## src/rtl/sequencer_pkg.sv

```systemverilog
// Shared types for the suro-v.2 control path: opcodes, source selects, the
// datapath control bundle and the sequencer state encoding.
package sequencer_pkg;

  typedef enum logic [6:0] {
    OPC_LOAD   = 7'h03,
    OPC_FENCE  = 7'h0F,
    OPC_OP_IMM = 7'h13,
    OPC_AUIPC  = 7'h17,
    OPC_STORE  = 7'h23,
    OPC_OP     = 7'h33,
    OPC_LUI    = 7'h37,
    OPC_BRANCH = 7'h63,
    OPC_JALR   = 7'h67,
    OPC_JAL    = 7'h6F,
    OPC_SYSTEM = 7'h73
  } opcode_t;

  typedef enum logic [2:0] {
    SRC_PC_PLUS4 = 3'd0,
    SRC_PC2      = 3'd1,
    SRC_ALU      = 3'd2,
    SRC_RF       = 3'd3,
    SRC_MEM      = 3'd4,
    SRC_CNTR     = 3'd5
  } src_t;

  typedef enum logic [1:0] {
    REG_RS1 = 2'd0,
    REG_RS2 = 2'd1,
    REG_RD  = 2'd2,
    REG_X0  = 2'd3
  } regsel_t;

  typedef struct packed {
    logic    set_ir;
    logic    ir_src;
    logic    set_pc;
    src_t    pc_src;
    src_t    maddr_src;
    logic    set_r1;
    src_t    r1_src;
    logic    set_r2;
    logic    r2_src;
    regsel_t rf_regnum_src;
    src_t    rf_src;
    logic    start;
    logic    alu_op;
    logic    alu_a_r1;
    logic    alu_b_r2;
    logic    set_pc2;
    logic    memop;
  } ctrl_t;

  typedef enum logic [2:0] {
    ST_FETCH  = 3'd0,
    ST_DECODE = 3'd1,
    ST_READ2  = 3'd2,
    ST_EXEC   = 3'd3,
    ST_TARGET = 3'd4,
    ST_MEM    = 3'd5,
    ST_WB     = 3'd6,
    ST_TRAP   = 3'd7
  } seq_state_t;

  localparam ctrl_t CTRL_IDLE = '0;

  function automatic logic is_legal(input opcode_t op);
    case (op)
      OPC_LOAD, OPC_FENCE, OPC_OP_IMM, OPC_AUIPC, OPC_STORE, OPC_OP,
      OPC_LUI, OPC_BRANCH, OPC_JALR, OPC_JAL, OPC_SYSTEM: return 1'b1;
      default: return 1'b0;
    endcase
  endfunction

  // Only funct3 tells a shift from other ALU ops; the datapath ignores the
  // r2 reload for non-shifts, so any OP/OP-IMM may request it while busy.
  function automatic logic may_shift(input opcode_t op);
    return (op == OPC_OP) || (op == OPC_OP_IMM);
  endfunction

endpackage

```

## src/rtl/sequencer_if.sv

```systemverilog
// Sequencer-to-datapath/memory signal bundle.
interface sequencer_if;
  import sequencer_pkg::*;

  ctrl_t   ctrl;
  logic    done;
  logic    branch_taken;
  logic    forward;
  opcode_t opcode;
  logic    mem_req;
  logic    mem_ready;
  logic    mem_we;
  logic    rf_we;
  logic    retire;
  logic    trap;

  modport master (
    output ctrl, mem_req, mem_we, rf_we, retire, trap,
    input  done, branch_taken, forward, opcode, mem_ready
  );

  modport slave (
    input  ctrl, mem_req, mem_we, rf_we, retire, trap,
    output done, branch_taken, forward, opcode, mem_ready
  );
endinterface

```

## src/rtl/seq_decode.sv

```systemverilog
// Combinational map from (state, opcode, handshakes) to control bundle,
// strobes and next state.
module seq_decode
  import sequencer_pkg::*;
#(
  parameter bit TRAP_EN = 1'b1
) (
  input  seq_state_t state,
  input  logic       entry,
  input  logic       redirect,
  input  opcode_t    opcode,
  input  logic       done,
  input  logic       branch_taken,
  input  logic       forward,
  input  logic       mem_ready,
  output ctrl_t      ctrl,
  output logic       mem_req,
  output logic       mem_we,
  output logic       rf_we,
  output logic       retire,
  output logic       set_redirect,
  output logic       clr_redirect,
  output seq_state_t state_next
);

  always_comb begin
    ctrl         = CTRL_IDLE;
    mem_req      = 1'b0;
    mem_we       = 1'b0;
    rf_we        = 1'b0;
    retire       = 1'b0;
    set_redirect = 1'b0;
    clr_redirect = 1'b0;
    state_next   = state;

    case (state)
      ST_FETCH: begin
        mem_req        = 1'b1;
        ctrl.ir_src    = 1'b1;
        ctrl.set_ir    = 1'b1;
        ctrl.maddr_src = redirect ? SRC_PC2 : SRC_PC_PLUS4;
        ctrl.pc_src    = redirect ? SRC_PC2 : SRC_PC_PLUS4;
        if (mem_ready && done) begin
          ctrl.set_pc  = 1'b1;
          clr_redirect = 1'b1;
          state_next   = forward ? ST_EXEC : ST_DECODE;
        end
      end

      ST_DECODE: begin
        ctrl.set_r1        = 1'b1;
        ctrl.r1_src        = SRC_RF;
        ctrl.rf_regnum_src = (opcode == OPC_LUI) ? REG_X0 : REG_RS1;
        if (!is_legal(opcode)) begin
          if (TRAP_EN) begin
            state_next = ST_TRAP;
          end else begin
            retire     = 1'b1;
            state_next = ST_FETCH;
          end
        end else if (opcode inside {OPC_OP, OPC_BRANCH, OPC_STORE}) begin
          state_next = ST_READ2;
        end else begin
          state_next = ST_EXEC;
        end
      end

      ST_READ2: begin
        ctrl.rf_regnum_src = REG_RS2;
        ctrl.set_r2        = 1'b1;
        ctrl.r2_src        = 1'b1;
        state_next         = ST_EXEC;
      end

      ST_EXEC: begin
        ctrl.start    = entry;
        ctrl.alu_op   = 1'b1;
        ctrl.alu_a_r1 = !((opcode == OPC_AUIPC) || (opcode == OPC_JAL));
        ctrl.alu_b_r2 = (opcode == OPC_OP) || (opcode == OPC_BRANCH);
        if (done) begin
          case (opcode)
            OPC_LOAD, OPC_STORE: state_next = ST_MEM;
            OPC_JAL, OPC_JALR: begin
              ctrl.set_pc2 = 1'b1;
              set_redirect = 1'b1;
              state_next   = ST_WB;
            end
            OPC_BRANCH: begin
              if (branch_taken) begin
                state_next = ST_TARGET;
              end else begin
                retire     = 1'b1;
                state_next = ST_FETCH;
              end
            end
            OPC_FENCE: begin
              retire     = 1'b1;
              state_next = ST_FETCH;
            end
            default: state_next = ST_WB;
          endcase
        end else if (may_shift(opcode)) begin
          ctrl.set_r2 = 1'b1;
          ctrl.r2_src = 1'b0;
        end
      end

      ST_TARGET: begin
        ctrl.start = entry;
        if (done) begin
          ctrl.set_pc2 = 1'b1;
          set_redirect = 1'b1;
          retire       = 1'b1;
          state_next   = ST_FETCH;
        end
      end

      ST_MEM: begin
        mem_req        = 1'b1;
        ctrl.memop     = 1'b1;
        ctrl.maddr_src = SRC_ALU;
        mem_we         = (opcode == OPC_STORE);
        if (mem_ready) begin
          if (opcode == OPC_LOAD) begin
            rf_we              = 1'b1;
            ctrl.rf_regnum_src = REG_RD;
            ctrl.rf_src        = SRC_MEM;
          end
          retire     = 1'b1;
          state_next = ST_FETCH;
        end
      end

      ST_WB: begin
        ctrl.rf_regnum_src = REG_RD;
        rf_we              = 1'b1;
        retire             = 1'b1;
        state_next         = ST_FETCH;
        case (opcode)
          OPC_JAL, OPC_JALR: ctrl.rf_src = SRC_PC_PLUS4;
          OPC_SYSTEM:        ctrl.rf_src = SRC_CNTR;
          default:           ctrl.rf_src = SRC_ALU;
        endcase
      end

      ST_TRAP: state_next = ST_TRAP;

      default: state_next = ST_FETCH;
    endcase
  end

endmodule

```

## src/rtl/sequencer.sv

```systemverilog
// Multi-cycle instruction sequencer: state, redirect and trap flops around
// the combinational decode.
module sequencer
  import sequencer_pkg::*;
#(
  parameter bit TRAP_EN = 1'b1
) (
  input  logic        clk,
  input  logic        rst_n,
  sequencer_if.master bus
);

  seq_state_t state_q, state_next;
  logic       entry_q, redirect_q, trap_q;
  ctrl_t      ctrl_d;
  logic       mem_req_d, mem_we_d, rf_we_d, retire_d;
  logic       set_redirect, clr_redirect;

  seq_decode #(.TRAP_EN(TRAP_EN)) u_decode (
    .state        (state_q),
    .entry        (entry_q),
    .redirect     (redirect_q),
    .opcode       (bus.opcode),
    .done         (bus.done),
    .branch_taken (bus.branch_taken),
    .forward      (bus.forward),
    .mem_ready    (bus.mem_ready),
    .ctrl         (ctrl_d),
    .mem_req      (mem_req_d),
    .mem_we       (mem_we_d),
    .rf_we        (rf_we_d),
    .retire       (retire_d),
    .set_redirect (set_redirect),
    .clr_redirect (clr_redirect),
    .state_next   (state_next)
  );

  // entry_q marks the first cycle in a state so start fires once per ALU op.
  always_ff @(posedge clk or negedge rst_n) begin
    if (!rst_n) begin
      state_q    <= ST_FETCH;
      entry_q    <= 1'b1;
      redirect_q <= 1'b0;
      trap_q     <= 1'b0;
    end else begin
      state_q <= state_next;
      entry_q <= (state_next != state_q);
      if (set_redirect)      redirect_q <= 1'b1;
      else if (clr_redirect) redirect_q <= 1'b0;
      if (state_next == ST_TRAP) trap_q <= 1'b1;
    end
  end

  // Outputs are masked by rst_n so an outstanding request drops the moment
  // reset asserts, not at the next edge.
  assign bus.ctrl    = rst_n ? ctrl_d : CTRL_IDLE;
  assign bus.mem_req = rst_n & mem_req_d;
  assign bus.mem_we  = rst_n & mem_we_d;
  assign bus.rf_we   = rst_n & rf_we_d;
  assign bus.retire  = rst_n & retire_d;
  assign bus.trap    = trap_q;

endmodule

```

## src/flat_wrapper.sv

```systemverilog
// flat-port wrapper written by rule: the top's interface ports become plain ports
module sequencer_flat import sequencer_pkg::*;
#(
  parameter bit TRAP_EN = 1'b1
)
  (clk, rst_n, bus_ctrl, bus_mem_req, bus_mem_we, bus_rf_we, bus_retire, bus_trap, bus_done, bus_branch_taken, bus_forward, bus_opcode, bus_mem_ready);
  sequencer_if bus_i ();
  input  logic clk;
  input  logic rst_n;
  output wire logic [$bits(bus_i.ctrl)-1:0] bus_ctrl;
  output wire logic [$bits(bus_i.mem_req)-1:0] bus_mem_req;
  output wire logic [$bits(bus_i.mem_we)-1:0] bus_mem_we;
  output wire logic [$bits(bus_i.rf_we)-1:0] bus_rf_we;
  output wire logic [$bits(bus_i.retire)-1:0] bus_retire;
  output wire logic [$bits(bus_i.trap)-1:0] bus_trap;
  input wire logic [$bits(bus_i.done)-1:0] bus_done;
  input wire logic [$bits(bus_i.branch_taken)-1:0] bus_branch_taken;
  input wire logic [$bits(bus_i.forward)-1:0] bus_forward;
  input wire logic [$bits(bus_i.opcode)-1:0] bus_opcode;
  input wire logic [$bits(bus_i.mem_ready)-1:0] bus_mem_ready;
  assign bus_ctrl = bus_i.ctrl;
  assign bus_mem_req = bus_i.mem_req;
  assign bus_mem_we = bus_i.mem_we;
  assign bus_rf_we = bus_i.rf_we;
  assign bus_retire = bus_i.retire;
  assign bus_trap = bus_i.trap;
  assign bus_i.done = bus_done;
  assign bus_i.branch_taken = bus_branch_taken;
  assign bus_i.forward = bus_forward;
  assign bus_i.opcode = bus_opcode;
  assign bus_i.mem_ready = bus_mem_ready;
  sequencer #(.TRAP_EN(TRAP_EN)) u_core (.clk(clk), .rst_n(rst_n), .bus(bus_i));
endmodule
```

## config.mk

```make
export PLATFORM = sky130hd
export DESIGN_NAME = sequencer_flat
export DESIGN_NICKNAME = d
export VERILOG_FILES = /design/src/rtl/sequencer_pkg.sv /design/src/rtl/sequencer_if.sv /design/src/rtl/seq_decode.sv /design/src/rtl/sequencer.sv /design/src/flat_wrapper.sv
export SDC_FILE = /design/constraint.sdc
export NUM_CORES = 1
export LEC_CHECK = 0
export BUFFER_PORTS_ARGS = -buffer_cell sky130_fd_sc_hd__buf_2
export CAP_MARGIN = 20
export CORE_AREA = 3 3 54 56
export CTS_CLUSTER_DIAMETER = 40
export DETAILED_ROUTE_END_ITERATION = 7
export DIE_AREA = 0 0 57 59
export PLACE_DENSITY = 0.85
export SLEW_MARGIN = 20
export SYNTH_ARGS = -nofsm -noshare
export SYNTH_HDL_FRONTEND = slang
export SYNTH_HIERARCHICAL = 1
export SYNTH_SLANG_ARGS = --single-unit
```

## constraint.sdc

```tcl
create_clock -name clk -period 1.62 [get_ports clk]
set_input_delay 0.081 -clock clk [delete_from_list [all_inputs] [get_ports clk]]
set_output_delay 0.081 -clock clk [all_outputs]
set_load 0.005 [all_outputs]
```

==> results.sh, run 1 <==
export IMPL_area_growth_pct=56.1
export IMPL_track_usage_pct=19.8
export IMPL_avgViaCountPerCell=5.53
export IMPL_yosysWarnings=6
export IMPL_yosysSeqAreaShare_pct=14.1
export IMPL_crit_type="register to register"
export IMPL_crit_chain="buf_6 -> buf_2 -> buf_4 -> a31oi_1 -> nor2_1 -> o22ai_1 -> a21oi_1 -> xnor2_1 -> nand3_1"
export IMPL_ant_nets=0
export IMPL_power_per_cell_area_nw_per_um2=1420
export IMPL_netlist_top_cells_area="and2_2 21%, dfrtp_1 12%, buf_4 7.7%, nand3_1 3.7%, nand2_1 3.5%"
export IMPL_grt_pass1_wl_mm=5.45
export IMPL_crit_family="buffers and inverters"
export IMPL_cts_sinks=6
export IMPL_die_h_um=59
export IMPL_dp_hpwl_mm=2.10
export IMPL_htreeDepth=1
export IMPL_place_congestion=0.849
export IMPL_dr_pass1_iters=4
export IMPL_r2r_cells=9
export IMPL_syn_inst=148
export IMPL_drc=0
export IMPL_synth_area_per_cell_um2=7.28
export IMPL_hold_violations=0
export IMPL_placement_cell_area_um2=1290
export IMPL_ir_worst_vdd_uv=964
export IMPL_die_w_um=57
export IMPL_cp_max_fo=6
export IMPL_status="finished with violations"
export IMPL_slowest_delay_ps=430
export IMPL_synth_edf_count=0
export IMPL_drive_above_1_share_pct=67.0
export IMPL_row_count=18
export IMPL_fin_skew_ps=9.81
export IMPL_setup_tns_final_ps=-1710
export IMPL_drt_iter0_drc=63
export IMPL_min_period_ps=1860
export IMPL_synth_cell_types=47
export IMPL_synth_most_common_cell="and2_2"
export IMPL_layoutNonFillerInstCount=236
export IMPL_nets=220
export IMPL_dieArea_um2=3360
export IMPL_critPathSlowestCell="dfrtp_1"
export IMPL_drv_slew=0
export IMPL_synthTopCellsByCount="30 x and2_2, 11 x buf_4, 10 x nand2_1, 10 x nor2_1, 8 x nand3_1"
export IMPL_async_flop_share_pct=100
export IMPL_synth_top_area_cell="and2_2"
export IMPL_fmax_ghz=0.537
export IMPL_max_slew_margin_pct=65.0
export IMPL_io_pins=44
export IMPL_tritoncts="yes"
export IMPL_diodes=0
export IMPL_antenna_found_initial=0
export IMPL_crit_buf_inv=3
export IMPL_dp_cells=213
export IMPL_crit_path_start_kind="register"
export IMPL_cp_arrival_ps=2010
export IMPL_grt_ovfl_total=0
export IMPL_holdPathStages=3
export IMPL_setup_violations=19
export IMPL_initial_utilization_pct=43.5
export IMPL_failed_checks="negative setup slack"
export IMPL_path_clk_slew_ps=50
export IMPL_path_depth=9
export IMPL_io_buffers=39
export IMPL_vias=1305
export IMPL_n_fill_cell=184
export IMPL_crit_required_ps=1770
export IMPL_cts_root_buf="clkbuf_4"
export IMPL_final_area_um2=1680
export IMPL_placeableCoreArea_um2=2480
export IMPL_finalPower_mw=2.39
export IMPL_p_leak_nw=0.795
export IMPL_grt_max_degree=37
export IMPL_worstSkewPairLatency_ps=240
export IMPL_wl_mm=3.76
export IMPL_synth_area_um2=1080
export IMPL_utilization_pct=67.9
export IMPL_rsz0062_at_grt="yes"
export IMPL_ys_ff_latch=6
export IMPL_grt_pass1_vias=1188
export IMPL_end_kind="register"
export IMPL_synth_main_ff_cell="dfrtp_1"
export IMPL_maxCapViolCount=0
export IMPL_synth_top_area_share_pct=20.9
export IMPL_hold_path_class="primary input to register"
export IMPL_worst_pin_slew_ps=525
export IMPL_rrSetupSlack_ps=-240
export IMPL_timing_final_ws_setup_ps=-244
export IMPL_finalCritPeriodShare_pct=115
export IMPL_routedWlPerCell_um=15.9
export IMPL_cts_buffers=3
export IMPL_cts_max_path_buffers=2
tightest hold or removal path, delay by kind of cell:
| kind | cells | cell delay (ps) |
|---|---|---|
| AND/OR/NAND/NOR | 2 | 230 |
| buffers and inverters | 1 | 170 |
timing repair:
action | 4_1_cts | 5_1_grt
hold buffers | 1 | 0
gates resized for setup | 29 | 32
pin swaps | 6 | 8
endpoints found under the hold margin | 5 | 0
setup buffers | 14 | 5
endpoints found under the setup margin | 16 | 22
area by class of cell:
type                            instances  area (um2)  share of cell area (%)
Clock buffer                            4        26.3                    1.56
Timing Repair Buffer                   71         532                    31.6
Tap cell                               30        37.5                    2.23
Inverter                                6        25.0                    1.49
Sequential cell                         6         154                    9.15
Multi-Input combinational cell        119         907                    53.9
cells by family after synthesis:
family | synth area share, %
simple gates | 51.1
buf+inv | 14.7
compound gates | 16.5
flops | 14.1
xor+xnor | 3.25
other cells | 0.348
sequential cells by signal (all words and copies together), names as in the netlist:
signal / count
u_core/state_q: 3
u_core/bus.trap: 1
u_core/redirect_q: 1
u_core/entry_q: 1
final timing paths:
check	startpoint	to
max	u_core/state_q[1]	u_core/entry_q
min	bus_done	u_core/state_q[2]
max reg2reg	u_core/state_q[1]	u_core/entry_q
min reg2reg	u_core/bus.trap	u_core/bus.trap
max in group asynchronous	rst_n	u_core/state_q[0]
min in group asynchronous	rst_n	u_core/bus.trap
per-stage QoR:
stage               setup slack, ps  hold WS, ps
global route                   -297          299
finish                         -244          306
CTS                            -152          269
floorplan                      -101         -215
detailed placement            -35.6         52.7
global placement               21.9         45.2
metal layers:
metal | wire (um) | global-route usage [%] | up-vias
met2 | 1950 | 36.2 | 71
li1 | - | - | 606
met5 | 0 | 0 | -
met1 | 1440 | 24.3 | 612
met3 | 244 | 1.96 | 16
met4 | 125 | 6.62 | 0
where the power goes:
group,internal (mW),switching [mW]
clock,0.0932,0.0531
combinational,1.05,0.890
sequential,0.231,0.0753
total,1.37,1.02
placed cells by master, fill, tap and decap left out, drive strengths merged, types with 2 or more instances in the layout:
cell type,n
nor2,10
nand3,8
and2,32
o21ai,2
o21a,2
nor3b,2
inv,6
conb,4
xnor2,4
nor2b,2
and3,2
o22ai,3
nand2b,2
a21oi,7
clkbuf,4
dfrtp,5
nand2,10
buf,70
nor3,7
nand3b,3
or2,2
Note: power is estimated with default switching activity, not from simulation.
==> run 2: changes to the inputs <==
--- a/config.mk
+++ b/config.mk
@@ -12,5 +12,7 @@
 export DETAILED_ROUTE_END_ITERATION = 7
 export DIE_AREA = 0 0 57 59
+export GPL_TIMING_DRIVEN = 0
 export PLACE_DENSITY = 0.85
+export REMOVE_ABC_BUFFERS = 1
 export SLEW_MARGIN = 20
 export SYNTH_ARGS = -nofsm -noshare
==> constraint.sdc (replaced) <==
create_clock -name clk -period 1.62 [get_ports clk]
set_input_delay 0.405 -clock clk [delete_from_list [all_inputs] [get_ports clk]]
set_output_delay 0.405 -clock clk [all_outputs]
set_load 0.005 [all_outputs]
==> run 2 against run 1 <==
The flow still finishes with violations (negative setup slack). Flip-flop and latch count stayed put. Via count up 1.4%. Wire length increased by 4.1%. Sequential share of layout area fell by 0.14 points. Hold slack worse by 200 ps. Critical endpoint is now bus_ctrl[8].
==> results.sh, run 2 (same netlist as run 1, synthesis figures left out) <==
export IMPL_status="finished with violations"
export IMPL_failed_checks="negative setup slack"
export IMPL_cts_sinks=6
export IMPL_cp_max_fo=7
export IMPL_ir_worst_vdd_uv=1080
export IMPL_rrSetupSlack_ps=-330
export IMPL_power_per_cell_area_nw_per_um2=1380
export IMPL_final_area_um2=1720
export IMPL_worstSkewPairLatency_ps=250
export IMPL_tritoncts="yes"
export IMPL_drc=0
export IMPL_met2_usage_pct=33.6
export IMPL_avgViaCountPerCell=5.65
export IMPL_grt_pass1_vias=1173
export IMPL_holdBufCountCts=0
export IMPL_rsz0062_at_grt="yes"
export IMPL_regMostFlops="u_core/state_q"
export IMPL_fin_skew_ps=13.9
export IMPL_drv_slew=0
export IMPL_crit_required_ps=1210
export IMPL_track_usage_pct=19.2
export IMPL_reg2reg_to="u_core/entry_q"
export IMPL_diodes=0
export IMPL_hold_violations=0
export IMPL_dr_pass1_iters=4
export IMPL_initial_utilization_pct=43.5
export IMPL_place_congestion=0.801
export IMPL_dp_hpwl_mm=1.83
export IMPL_min_period_ps=2080
export IMPL_area_growth_pct=59.8
export IMPL_crit_chain="buf_6 -> nand3b_1 -> nor2_1 -> nand2_1 -> a21oi_2 -> and2_2 -> buf_6"
export IMPL_largest_reg_flops=3
export IMPL_maxCapViolCount=0
export IMPL_multi_input_area_um2=923
export IMPL_placement_cell_area_um2=1180
export IMPL_io_buffers=39
export IMPL_critPathMostFrequentCell="buf_6"
export IMPL_die_w_um=57
export IMPL_hold_path_class="primary input to asynchronous set/reset pin"
export IMPL_slowest_delay_ps=420
export IMPL_timing_final_ws_setup_ps=-462
export IMPL_layout_commonest_cell="and2_2"
export IMPL_finalCritPeriodShare_pct=129
export IMPL_ant_nets=0
export IMPL_setup_tns_final_ps=-8430
export IMPL_r2r_start="u_core/state_q[1]"
export IMPL_crit_path_start_kind="register"
export IMPL_busiest_layer="met2"
export IMPL_grt_pass1_wl_mm=5.24
export IMPL_wl_mm=3.92
export IMPL_dieArea_um2=3360
export IMPL_drt_iter0_drc=73
export IMPL_crit_type="register to primary output"
export IMPL_critPathSlowestCell="dfrtp_2"
export IMPL_n_fill_cell=172
export IMPL_routedWlPerCell_um=16.7
export IMPL_layout_common_cells="27 x and2_2, 25 x buf_2, 23 x buf_4"
export IMPL_placeableCoreArea_um2=2480
export IMPL_cts_max_path_buffers=2
export IMPL_cts_buffers=3
export IMPL_vias=1323
export IMPL_fmax_ghz=0.480
export IMPL_path_clk_slew_ps=60
export IMPL_setup_violations=29
export IMPL_row_count=18
export IMPL_nets=218
export IMPL_cp_arrival_ps=1680
export IMPL_cts_root_buf="clkbuf_4"
export IMPL_use_met3_pct=4.14
export IMPL_die_h_um=59
export IMPL_drive_above_1_share_pct=68.1
export IMPL_grt_use_met1_pct=22.6
export IMPL_grt_max_degree=37
export IMPL_io_pins=44
export IMPL_p_leak_nw=0.800
export IMPL_end_kind="primary output"
export IMPL_antenna_found_initial=0
export IMPL_htreeDepth=1
export IMPL_ff_latch_area_um2=155
export IMPL_grt_ovfl_total=0
export IMPL_r2r_cells=7
==> run 2: final cells by class <==
cell class	instances	share of cell area, %
clock buffers	4	1.53
inverters	6	1.60
well taps	30	2.18
multi-input cells	119	53.6
flip-flops and latches	6	9.01
repair buffers	69	32.0
==> run 2: stage by stage <==
stage | power [mW] | instances | hold slack, ps | util, % | setup WS, ps
6_report | 2.38 | 234 | 109 | 69.5 | -462
5_1_grt | 2.51 | 234 | 124 | 69.5 | -544
4_1_cts | 1.87 | 224 | 116 | 60.6 | -395
3_5_place_dp | 1.27 | 200 | 376 | 47.8 | -525
3_3_place_gp | 1.24 | 200 | 362 | 47.8 | -522
2_1_floorplan | 0.984 | 131 | 109 | - | -218
==> run 2: how the worst max path moves through the flow <==
stage	startpoint	endpoint	depth (start not counted)
2_1_floorplan	bus_opcode[6]	bus_retire	4
3_3_place_gp	bus_opcode[6]	bus_retire	6
3_5_place_dp	bus_opcode[6]	bus_retire	6
4_1_cts	bus_opcode[4]	bus_retire	6
5_1_grt	u_core/state_q[0]	bus_ctrl[8]	7
6_report	u_core/state_q[0]	bus_ctrl[8]	7
==> run 2: metal layers <==
layer | wire length, um | vias to the layer above
met5 | 0 | -
met3 | 252 | 10
li1 | - | 603
met2 | 2040 | 83
met1 | 1560 | 627
met4 | 65 | 0
==> run 2: worst max-delay path: cells and delay by family (launching register included) <==
kind / cells / cell delay [ps]
compound gates: 1 / 120
buf+inv: 2 / 240
flops: 1 / 420
simple gates: 4 / 640
==> run 2: timing repair <==
action / CTS / global route
endpoints found under the setup margin: 30 / 29
pin swaps: 11 / 14
setup buffers: 20 / 10
resized for setup: 38 / 31
==> run 2: report_power, final <==
| group | switching [mW] | internal, mW |
|---|---|---|
| Combinational | 0.891 | 1.02 |
| Clock | 0.0617 | 0.0938 |
| Sequential | 0.0735 | 0.233 |
| Total | 1.03 | 1.35 |
